## src/rtl/me_pkg.sv

```systemverilog
// Shared constants and types for the fractional motion-estimation path.
// Candidate index = v*5 + h over the 5x5 grid of fractional positions.
package me_pkg;

  localparam int PIX_W  = 8;
  localparam int ROW_W  = 12;
  localparam int N_CAND = 25;
  localparam int MAX_H  = 8;

  typedef enum logic [2:0] {
    V_UH = 3'd0, V_UQ = 3'd1, V_M = 3'd2, V_LQ = 3'd3, V_LH = 3'd4
  } vpos_e;

  typedef enum logic [2:0] {
    H_H = 3'd0, H_Q = 3'd1, H_F = 3'd2, H_R = 3'd3, H_I = 3'd4
  } hpos_e;

  typedef enum logic [1:0] {
    ST_IDLE = 2'd0, ST_ACCUM = 2'd1, ST_SEARCH = 2'd2, ST_DONE = 2'd3
  } state_e;

  function automatic logic [4:0] cand_idx(input vpos_e v, input hpos_e h);
    return ({2'b00, v} * 5'd5) + {2'b00, h};
  endfunction

endpackage

```

## src/rtl/sad_acc_bank.sv

```systemverilog
// Bank of N_CAND per-candidate SAD accumulators; a load overwrites, an add
// accumulates the zero-extended row SAD.
module sad_acc_bank #(
  parameter int ROW_W  = me_pkg::ROW_W,
  parameter int N_CAND = me_pkg::N_CAND,
  parameter int ACC_W  = ROW_W + $clog2(me_pkg::MAX_H)
) (
  input  logic                      clk,
  input  logic                      rst_n,
  input  logic                      load,
  input  logic                      add,
  input  logic                      clear,
  input  logic [N_CAND*ROW_W-1:0]   row_sad,
  output logic [N_CAND*ACC_W-1:0]   sad_all
);

  for (genvar i = 0; i < N_CAND; i++) begin : g_acc
    logic [ACC_W-1:0] acc_r;
    logic [ACC_W-1:0] row_ext_s;

    assign row_ext_s = {{(ACC_W-ROW_W){1'b0}}, row_sad[i*ROW_W +: ROW_W]};

    // Per-candidate accumulator register.
    always_ff @(posedge clk) begin
      if (!rst_n) begin
        acc_r <= '0;
      end else if (clear) begin
        acc_r <= '0;
      end else if (load) begin
        acc_r <= row_ext_s;
      end else if (add) begin
        acc_r <= acc_r + row_ext_s;
      end else begin
        acc_r <= acc_r;
      end
    end

    assign sad_all[i*ACC_W +: ACC_W] = acc_r;
  end

endmodule

```

## src/rtl/frac_sad_search.sv

```systemverilog
// Accumulates candidate row SADs over a block, then scans one candidate per
// cycle for the minimum (ties keep the lowest index) and hands it off.
module frac_sad_search #(
  parameter int  ROW_W  = me_pkg::ROW_W,
  parameter int  N_CAND = me_pkg::N_CAND,
  parameter int  MAX_H  = me_pkg::MAX_H,
  localparam int ACC_W  = ROW_W + $clog2(MAX_H),
  localparam int IDX_W  = $clog2(N_CAND),
  localparam int CFG_W  = $clog2(MAX_H) + 1
) (
  input  logic                     clk,
  input  logic                     rst_n,
  input  logic                     in_valid,
  output logic                     in_ready,
  input  logic [N_CAND*ROW_W-1:0]  row_sad,
  input  logic [CFG_W-1:0]         cfg_rows,
  input  logic                     abort,
  output logic                     out_valid,
  input  logic                     out_ready,
  output logic [IDX_W-1:0]         best_idx,
  output logic [ACC_W-1:0]         best_sad,
  output logic [N_CAND*ACC_W-1:0]  sad_all
);
  import me_pkg::*;

  state_e                  state_r, state_nxt_s;
  logic [CFG_W-1:0]        rows_eff_s, rows_eff_r, row_cnt_r;
  logic [IDX_W-1:0]        scan_idx_r, scan_best_idx_r;
  logic [ACC_W-1:0]        scan_best_r, cur_sad_s;
  logic                    in_ready_s, hs_s, load_s, add_s, clear_s;
  logic                    scan_last_s, take_s;
  logic [N_CAND*ACC_W-1:0] acc_all_s;

  sad_acc_bank #(.ROW_W(ROW_W), .N_CAND(N_CAND), .ACC_W(ACC_W)) u_bank (
    .clk     (clk),
    .rst_n   (rst_n),
    .load    (load_s),
    .add     (add_s),
    .clear   (clear_s),
    .row_sad (row_sad),
    .sad_all (acc_all_s)
  );

  assign cur_sad_s   = acc_all_s[scan_idx_r*ACC_W +: ACC_W];
  assign scan_last_s = (scan_idx_r == IDX_W'(N_CAND-1));
  assign take_s      = (scan_idx_r == '0) || (cur_sad_s < scan_best_r);
  assign in_ready    = in_ready_s;

  // Block height clamp: 0 means one row, anything above MAX_H means MAX_H.
  always_comb begin
    rows_eff_s = cfg_rows;
    if (cfg_rows == '0) begin
      rows_eff_s = CFG_W'(1);
    end else if (cfg_rows > CFG_W'(MAX_H)) begin
      rows_eff_s = CFG_W'(MAX_H);
    end else begin
      rows_eff_s = cfg_rows;
    end
  end

  // State register.
  always_ff @(posedge clk) begin
    if (!rst_n) begin
      state_r <= ST_IDLE;
    end else begin
      state_r <= state_nxt_s;
    end
  end

  // Next-state logic; abort wins everywhere except DONE.
  always_comb begin
    state_nxt_s = state_r;
    case (state_r)
      ST_IDLE: begin
        if (abort) state_nxt_s = ST_IDLE;
        else if (in_valid) state_nxt_s = (rows_eff_s == CFG_W'(1)) ? ST_SEARCH : ST_ACCUM;
        else state_nxt_s = ST_IDLE;
      end
      ST_ACCUM: begin
        if (abort) state_nxt_s = ST_IDLE;
        else if (in_valid && (row_cnt_r + CFG_W'(1) == rows_eff_r)) state_nxt_s = ST_SEARCH;
        else state_nxt_s = ST_ACCUM;
      end
      ST_SEARCH: begin
        if (abort) state_nxt_s = ST_IDLE;
        else if (scan_last_s) state_nxt_s = ST_DONE;
        else state_nxt_s = ST_SEARCH;
      end
      ST_DONE: begin
        if (out_ready) state_nxt_s = ST_IDLE;
        else state_nxt_s = ST_DONE;
      end
      default: state_nxt_s = ST_IDLE;
    endcase
  end

  // Handshake and accumulator-bank controls.
  always_comb begin
    in_ready_s = ((state_r == ST_IDLE) || (state_r == ST_ACCUM)) && !abort;
    hs_s       = in_valid && in_ready_s;
    load_s     = hs_s && (state_r == ST_IDLE);
    add_s      = hs_s && (state_r == ST_ACCUM);
    clear_s    = abort && (state_r != ST_DONE);
  end

  // Row counter and latched block height.
  always_ff @(posedge clk) begin
    if (!rst_n) begin
      row_cnt_r  <= '0;
      rows_eff_r <= '0;
    end else if (clear_s) begin
      row_cnt_r  <= '0;
      rows_eff_r <= rows_eff_r;
    end else if (load_s) begin
      row_cnt_r  <= CFG_W'(1);
      rows_eff_r <= rows_eff_s;
    end else if (add_s) begin
      row_cnt_r  <= row_cnt_r + CFG_W'(1);
      rows_eff_r <= rows_eff_r;
    end else begin
      row_cnt_r  <= row_cnt_r;
      rows_eff_r <= rows_eff_r;
    end
  end

  // Sequential min scan; visible outputs only change on the final compare.
  always_ff @(posedge clk) begin
    if (!rst_n) begin
      scan_idx_r      <= '0;
      scan_best_r     <= '0;
      scan_best_idx_r <= '0;
      best_idx        <= '0;
      best_sad        <= '0;
      sad_all         <= '0;
    end else if ((state_r == ST_SEARCH) && !abort) begin
      scan_idx_r <= scan_last_s ? '0 : scan_idx_r + IDX_W'(1);
      if (take_s) begin
        scan_best_r     <= cur_sad_s;
        scan_best_idx_r <= scan_idx_r;
      end else begin
        scan_best_r     <= scan_best_r;
        scan_best_idx_r <= scan_best_idx_r;
      end
      if (scan_last_s) begin
        best_idx <= take_s ? scan_idx_r : scan_best_idx_r;
        best_sad <= take_s ? cur_sad_s  : scan_best_r;
        sad_all  <= acc_all_s;
      end else begin
        best_idx <= best_idx;
        best_sad <= best_sad;
        sad_all  <= sad_all;
      end
    end else begin
      scan_idx_r <= '0;
    end
  end

  // Registered result-valid flag, high exactly while in DONE.
  always_ff @(posedge clk) begin
    if (!rst_n) begin
      out_valid <= 1'b0;
    end else begin
      out_valid <= (state_nxt_s == ST_DONE);
    end
  end

endmodule

```

## config.mk

```make
export PLATFORM = sky130hd
export DESIGN_NAME = frac_sad_search
export DESIGN_NICKNAME = d
export VERILOG_FILES = /design/src/rtl/me_pkg.sv /design/src/rtl/sad_acc_bank.sv /design/src/rtl/frac_sad_search.sv
export SDC_FILE = /design/constraint.sdc
export NUM_CORES = 2
export LEC_CHECK = 0
export BUFFER_PORTS_ARGS = -buffer_cell sky130_fd_sc_hd__buf_4
export CORE_UTILIZATION = 53
export CTS_CLUSTER_DIAMETER = 30
export DETAILED_ROUTE_END_ITERATION = 12
export PLACE_DENSITY = 0.78
export SLEW_MARGIN = 20
export SYNTH_ARGS = -nofsm -noshare
export SYNTH_HDL_FRONTEND = slang
export SYNTH_SLANG_ARGS = --single-unit
```

## constraint.sdc

```tcl
create_clock -name clk -period 3.87 [get_ports clk]
set_input_delay 0.1935 -clock clk [delete_from_list [all_inputs] [get_ports clk]]
set_output_delay 0.1935 -clock clk [all_outputs]
set_load 0.03 [all_outputs]
```

# --- Word level (Yosys, flattened, before mapping) ---
# Index checks and enable logic that the tools add are counted.
classes:
  add_sub_neg: 27
  n_mul: 1
  n_lt_le_gt_ge: 2
  eq_ne: 8
  shifts: 1
  mux: 65
  n_bitwise: 3
  reduce_logical: 19
op_table:
  columns: ["operator", "count"]
  rows:
  - ["2-to-1 mux 12 bit", 50]
  - ["adder 15 x 12 -> 15 bit", 25]
  - ["variable part select 375 x 10 -> 15 bit", 1]
  - ["less-than comparator 15 bit", 1]
  - ["2-to-1 mux 15 bit", 1]
  - ["2-to-1 mux 2 bit", 7]
  - ["multiplier 5 x 4 -> 9 bit, second input constant", 1]
  - ["2-to-1 mux 4 bit", 2]
  - ["one-hot mux 2 bit (4 select lines)", 1]
  - ["logical AND 1 bit", 7]
  - ["equality test 2 bit, second input constant", 3]
  - ["OR reduction 3 bit", 2]
  - ["adder 5 x 1 -> 5 bit, second input constant", 1]
  - ["equality test 5 bit, second input constant", 1]
  - ["zero test 5 bit", 1]
  - ["2-to-1 mux 5 bit", 1]
  - ["adder 4 x 1 -> 4 bit, second input constant", 1]
  - ["equality test 4 x 1 -> 1 bit, second input constant", 1]
  - ["equality test 4 bit", 1]
  - ["> comparator 4 bit, second input constant", 1]
  - ["zero test 4 bit", 1]
  - ["AND reduction 2 bit", 2]
  - ["2-to-1 mux 1 bit", 3]
  - ["NOT 1 bit", 3]
  - ["other kinds (7)", 8]
totals:
  reg_bits: 806
  input_bits: 309
  elab_cells: 187

# --- Logic depth before layout (Yosys ltp) ---
depth:
  depth_word: 9
  ltp_mapped: 21
  depth_no_buf: 14

# --- Hierarchy ---
# Synthesis repeated with hierarchy kept, for this count alone.
unflattened:
  cells_unflattened: 5791
  area_unflattened_um2: 46927.5
by_module_without_submodules:
  columns: ["mod", "instances", "cells_each", "area_each_um2", "seq_area_each_um2"]
  rows:
  - ["sad_acc_bank", 1, 3546, 28252.1, 7507.2]
  - ["frac_sad_search", 1, 2245, 18675.4, 8628.3]

# --- Worst setup path after synthesis ---
# OpenSTA, ideal clock, no wires.
synth_path:
  path_kind: "reg-to-reg"
  from: "register scan_idx_r[0]"
  to: "register scan_best_idx_r[0]"
  setup_ns: 0.127
  arrival_ns: 3.816
  path_slack_ns: -0.074
  stages_incl_launch_ff: 20
  path_buffers: 5
  synth_period_minus_slack_ns: 3.944
  cell_sequence: "dfxtp_1 -> buf_6 -> buf_4 -> buf_4 -> mux4_2 -> mux2i_1 -> nor2_1 -> a21oi_1 -> a21oi_1 -> ha_1 -> a21o_1 -> a21o_1 -> a2111oi_0 -> o211ai_2 -> nand2_4 -> o21ai_2 -> buf_6 -> buf_6 -> nand3_2 -> o31ai_4"
synth_via:
  elab_chain_cells: 5
  word_cells_on_any_way: 6
  classes_between: "mul: 1; order compare: 1; shift: 1; mux: 1; reduce/logical: 2"
synth_lines:
  columns: ["element", "line", "rtl"]
  rows:
  - ["start: declaration", "frac_sad_search.sv:28", "logic [IDX_W-1:0] scan_idx_r, scan_best_idx_r;"]
  - ["start signal: assignment", "frac_sad_search.sv:136", "scan_idx_r <= scan_last_s ? '0 : scan_idx_r + IDX_W'(1);"]
  - ["multiplier 5 x 4 -> 9 bit", "frac_sad_search.sv:44", "assign cur_sad_s = acc_all_s[scan_idx_r*ACC_W +: ACC_W];"]
  - ["variable part select 375 x 10 -> 15 bit", "frac_sad_search.sv:44", null]
  - ["less-than comparator 15 bit", "frac_sad_search.sv:46", "assign take_s = (scan_idx_r == '0) || (cur_sad_s < scan_best_r);"]
  - ["logical OR 1 bit", "frac_sad_search.sv:46", null]
  - ["2-to-1 mux 5 bit *", null, null]
  - ["end signal: assignment", "frac_sad_search.sv:139", "scan_best_idx_r <= scan_idx_r;"]
  - ["end signal: assignment", "frac_sad_search.sv:142", "scan_best_idx_r <= scan_best_idx_r;"]
  - ["end: declaration", "frac_sad_search.sv:28", null]
# Every way passes the cells marked *; elsewhere a longest branch is shown, timed or not.
# A chain may end at the register's enable or synchronous reset.

# --- Final worst setup path ---
layout_path:
  from: "register scan_idx_r[0]"
  to: "register best_sad[13]"
layout_via:
  elab_chain_cells: 5
  word_cells_on_any_way: 8
  classes_between: "mul: 1; order compare: 1; eq/ne: 1; shift: 1; mux: 1; reduce/logical: 3"
layout_lines:
  columns: ["element", "line", "rtl"]
  rows:
  - ["multiplier 5 x 4 -> 9 bit", "frac_sad_search.sv:44", null]
  - ["variable part select 375 x 10 -> 15 bit", "frac_sad_search.sv:44", null]
  - ["less-than comparator 15 bit", "frac_sad_search.sv:46", null]
  - ["logical OR 1 bit", "frac_sad_search.sv:46", null]
  - ["2-to-1 mux 15 bit", null, null]
  - ["end signal: assignment", "frac_sad_search.sv:146", "best_sad <= take_s ? cur_sad_s : scan_best_r;"]
  - ["end signal: assignment", "frac_sad_search.sv:150", "best_sad <= best_sad;"]
  - ["end: declaration", "frac_sad_search.sv:21", "output logic [ACC_W-1:0] best_sad,"]
# Several ways; a longest one is shown, not always the timed one.

==> flow_summary.ini <==
[grt]
grt_pass1_wl_um = 289000
grt_max_degree = 167
grt_usage_pct = 42.4
grt_pass1_vias = 47300
grt_overflow = 0
antenna_found_initial = 42

[clock_network]
cts.sinks = 806
path_clk_slew_ps = 50
numCtsBuffers = 179
clk_latency_ps = 770
clockBufferDepth = 3
cts_root_buf = clkbuf_16
htreeDepth = 4
cts_tree = done

[critical_path]
cp_max_fo = 8
crit_buf_inv = 3
cp-start-kind = register
cp-end-kind = register
crit_start = scan_idx_r[0]
reg2reg_from = scan_idx_r[0]
cp.arrival_ps = 4600
critical_path.max_stage_delay_ps = 590
critical_path_class = register to register
crit_slowest_cell = mux4_2
path_cells = buf_12 -> mux4_2 -> mux2_4 -> a211o_1 -> o22ai_2 -> nor2_2 -> ha_1 -> buf_4 -> nand2_1 -> a41o_1 -> o211ai_4 -> nand2_4 -> nor2_4 -> clkbuf_16 -> nor3_4 -> a311oi_1
required_ps = 4530
path_delay_family = compound AO/OA/AOI/OAI gates

[yosys]
synth_mux_area_share_pct = 6.87
yosysTopAreaCellShare_pct = 34.8
syn-num-nets = 6360
synth_commonest_cells = nand2_1 (955), a21oi_1 (848), dfxtp_1 (806), nor2_1 (425), o21ai_0 (326)
yosys.area.top_type = dfxtp_1
yosysMostFrequentCell = nand2_1
yosysWarnings = 0
avgSynthCellArea_um2 = 8.12
ys_ff_latch = 806
syn_area_mm2 = 0.0464
synth_compound_area_share_pct = 22.5
synth_top_family_by_area = compound AO/OA/AOI/OAI gates
async_flop_share_pct = 0
synthDistinctLibCells = 65
seq_area_frac_synth_pct = 34.8
synth.top_cells.by_area = dfxtp_1 (35%), a21oi_1 (9.2%), ha_1 (8.6%), nand2_1 (7.7%), mux4_2 (4.4%)
synth_fa_ha_area_share_pct = 9.64
synth_xor_area_share_pct = 4.55
synthCells = 5709
synth_edf_count = 0
yosys.area_share.simple_pct = 17.4
synth-main-ff-cell = dfxtp_1

[die]
die_y_um = 298
start_util_pct = 53.4
dieWidth_um = 298
design.core.area_mm2 = 0.0868
rows = 108
ios = 706
dieArea_mm2 = 0.0886

[cells_and_area]
area_growth_pct = 37.4
layout-drive-gt1-share_pct = 20.7
stdcell_area_mm2 = 0.0637
fillCellCount = 6306
layout.cells.non_filler = 8110
nets = 7423

[route]
drc = 0
wl_per_cell_um = 24.2
routed_wl_um = 196000
drt_iter0_drc = 5681
antenna_left = 0
routed-via-count = 50300
viasPerCell = 6.21
dr.pass1.iters = 8

[sta]
hold_viol_final = 0
period_needed_ps = 3940
setup_viol = 8
tightest_slew_ps = 965
rsz0062_at_grt = yes
clock_skew_ps = 37.7
timing.final.ws_setup_ps = -69.6
period_share_pct = 102
timing.slew.headroom_pct = 35.4
max_freq_mhz = 254
maxSlewViolCount = 0

[placement]
hpwl_um = 138000
dpl_cell_area_mm2 = 0.0534
place_inst = 7397
portBuffers = 705
gp_congestion = 1.01

[flow_run]
maxCapViolCount = 0

[min_path]
hp-start = abort
hp-class = input pin to register

[power_and_ir_drop]
total_power_mw = 27.5
p_per_area_mw_per_mm2 = 432
vdd_ir_drop_max_uv = 441
power_leakage_nw = 25.5

[outcome]
violations = setup timing
status = finished, violations left
-- repair_timing --
action | CTS | global route
pin swaps | 3 | 22
endpoints found under the setup margin | 38 | 38
setup buffers | 6 | 14
gates resized for setup | 9 | 64
hold buffers | 324 | 0
hold endpoints to repair | 310 | 0
gates cloned | 0 | 5
-- logic make-up after synthesis --
| kind of cell | after synthesis |
|---|---|
| adders and majority gates | 342 |
| buffers and inverters | 493 |
| xor gates and xnor gates | 241 |
| AOI/OAI and AO/OA | 1750 |
| muxes | 204 |
| and+or+nand+nor | 1873 |
| DFF | 806 |
-- cells in the final DEF (no fill, tap or decap), drive strengths merged, types with 112 or more instances in the layout --
master       instances
ha                 317
dlygate4sd3        324
buf                908
a211oi             254
xnor2              132
mux2i              112
dfxtp              806
nand2              956
nor2               428
inv                163
nor3               127
clkbuf             215
a21oi              848
o21ai              337
-- path summary, 6_finish.rpt --
check,end,slack (ps),depth (start not counted)
worst max-delay path,best_sad[13],-70,16
worst min-delay path,u_bank.g_acc[5].acc_r[9],60,5
worst max register to register,best_sad[13],-70,16
worst min register to register,sad_all[49],450,2
-- power by group --
group | leakage, nW | internal, mW | switching [mW]
Combinational | 15.9 | 1.31 | 1.67
Sequential | 6.52 | 8.44 | 0.187
Clock | 3.07 | 10.6 | 5.30
-- flip-flops by register name, indices dropped and copies added, names as in the netlist --
signal / cells
best_idx: 5
best_sad: 15
out_valid: 1
row_cnt_r: 4
rows_eff_r: 4
sad_all: 375
scan_best_idx_r: 5
scan_best_r: 15
scan_idx_r: 5
state_r: 2
u_bank.g_acc.acc_r: 375
-- cell type report --
class / instances / area [um2] / share of cell area [%]
Clock buffer: 211 / 4840 / 7.61
Multi-Input combinational cell: 4410 / 28600 / 44.9
Timing Repair Buffer: 1236 / 10500 / 16.6
Sequential cell: 806 / 16100 / 25.4
Tap cell: 1155 / 1450 / 2.27
Clock inverter: 120 / 1480 / 2.32
Antenna cell: 33 / 82.6 / 0.130
Inverter: 139 / 537 / 0.843
-- per-stage QoR --
stage / worst slack (ps) / utilization (%) / hold slack, ps / TNS (ps)
after floorplan: 20.4 / - / 330 / 0
after global placement: -127 / 61.6 / 443 / -311
after global routing: -153 / 73.4 / 56.1 / -2050
after CTS: -2.02 / 72.7 / 0.696 / -2.02
after detailed placement: -127 / 61.6 / 447 / -1510
final: -69.6 / 73.4 / 64.6 / -242
-- metal layers --
metal  global-route usage, %  wire length, um  vias up
met4                    26.7            13300       18
li1                        -                -    22700
met5                       0              107        -
met3                    12.7            23300      756
met1                    52.8            73700    23700
met2                    64.1            85800     3158
-- worst register-to-register path, cell delays in order (launching register included) --
cell	delay, ps
dfxtp_4	420
buf_12	150
mux4_2	600
mux2_4	310
a211o_1	330
o22ai_2	170
nor2_2	70
ha_1	290
buf_4	100
nand2_1	40
a41o_1	240
o211ai_4	230
nand2_4	100
nor2_4	230
clkbuf_16	250
nor3_4	50
a311oi_1	260
Note: power is estimated with default switching activity, not from simulation.
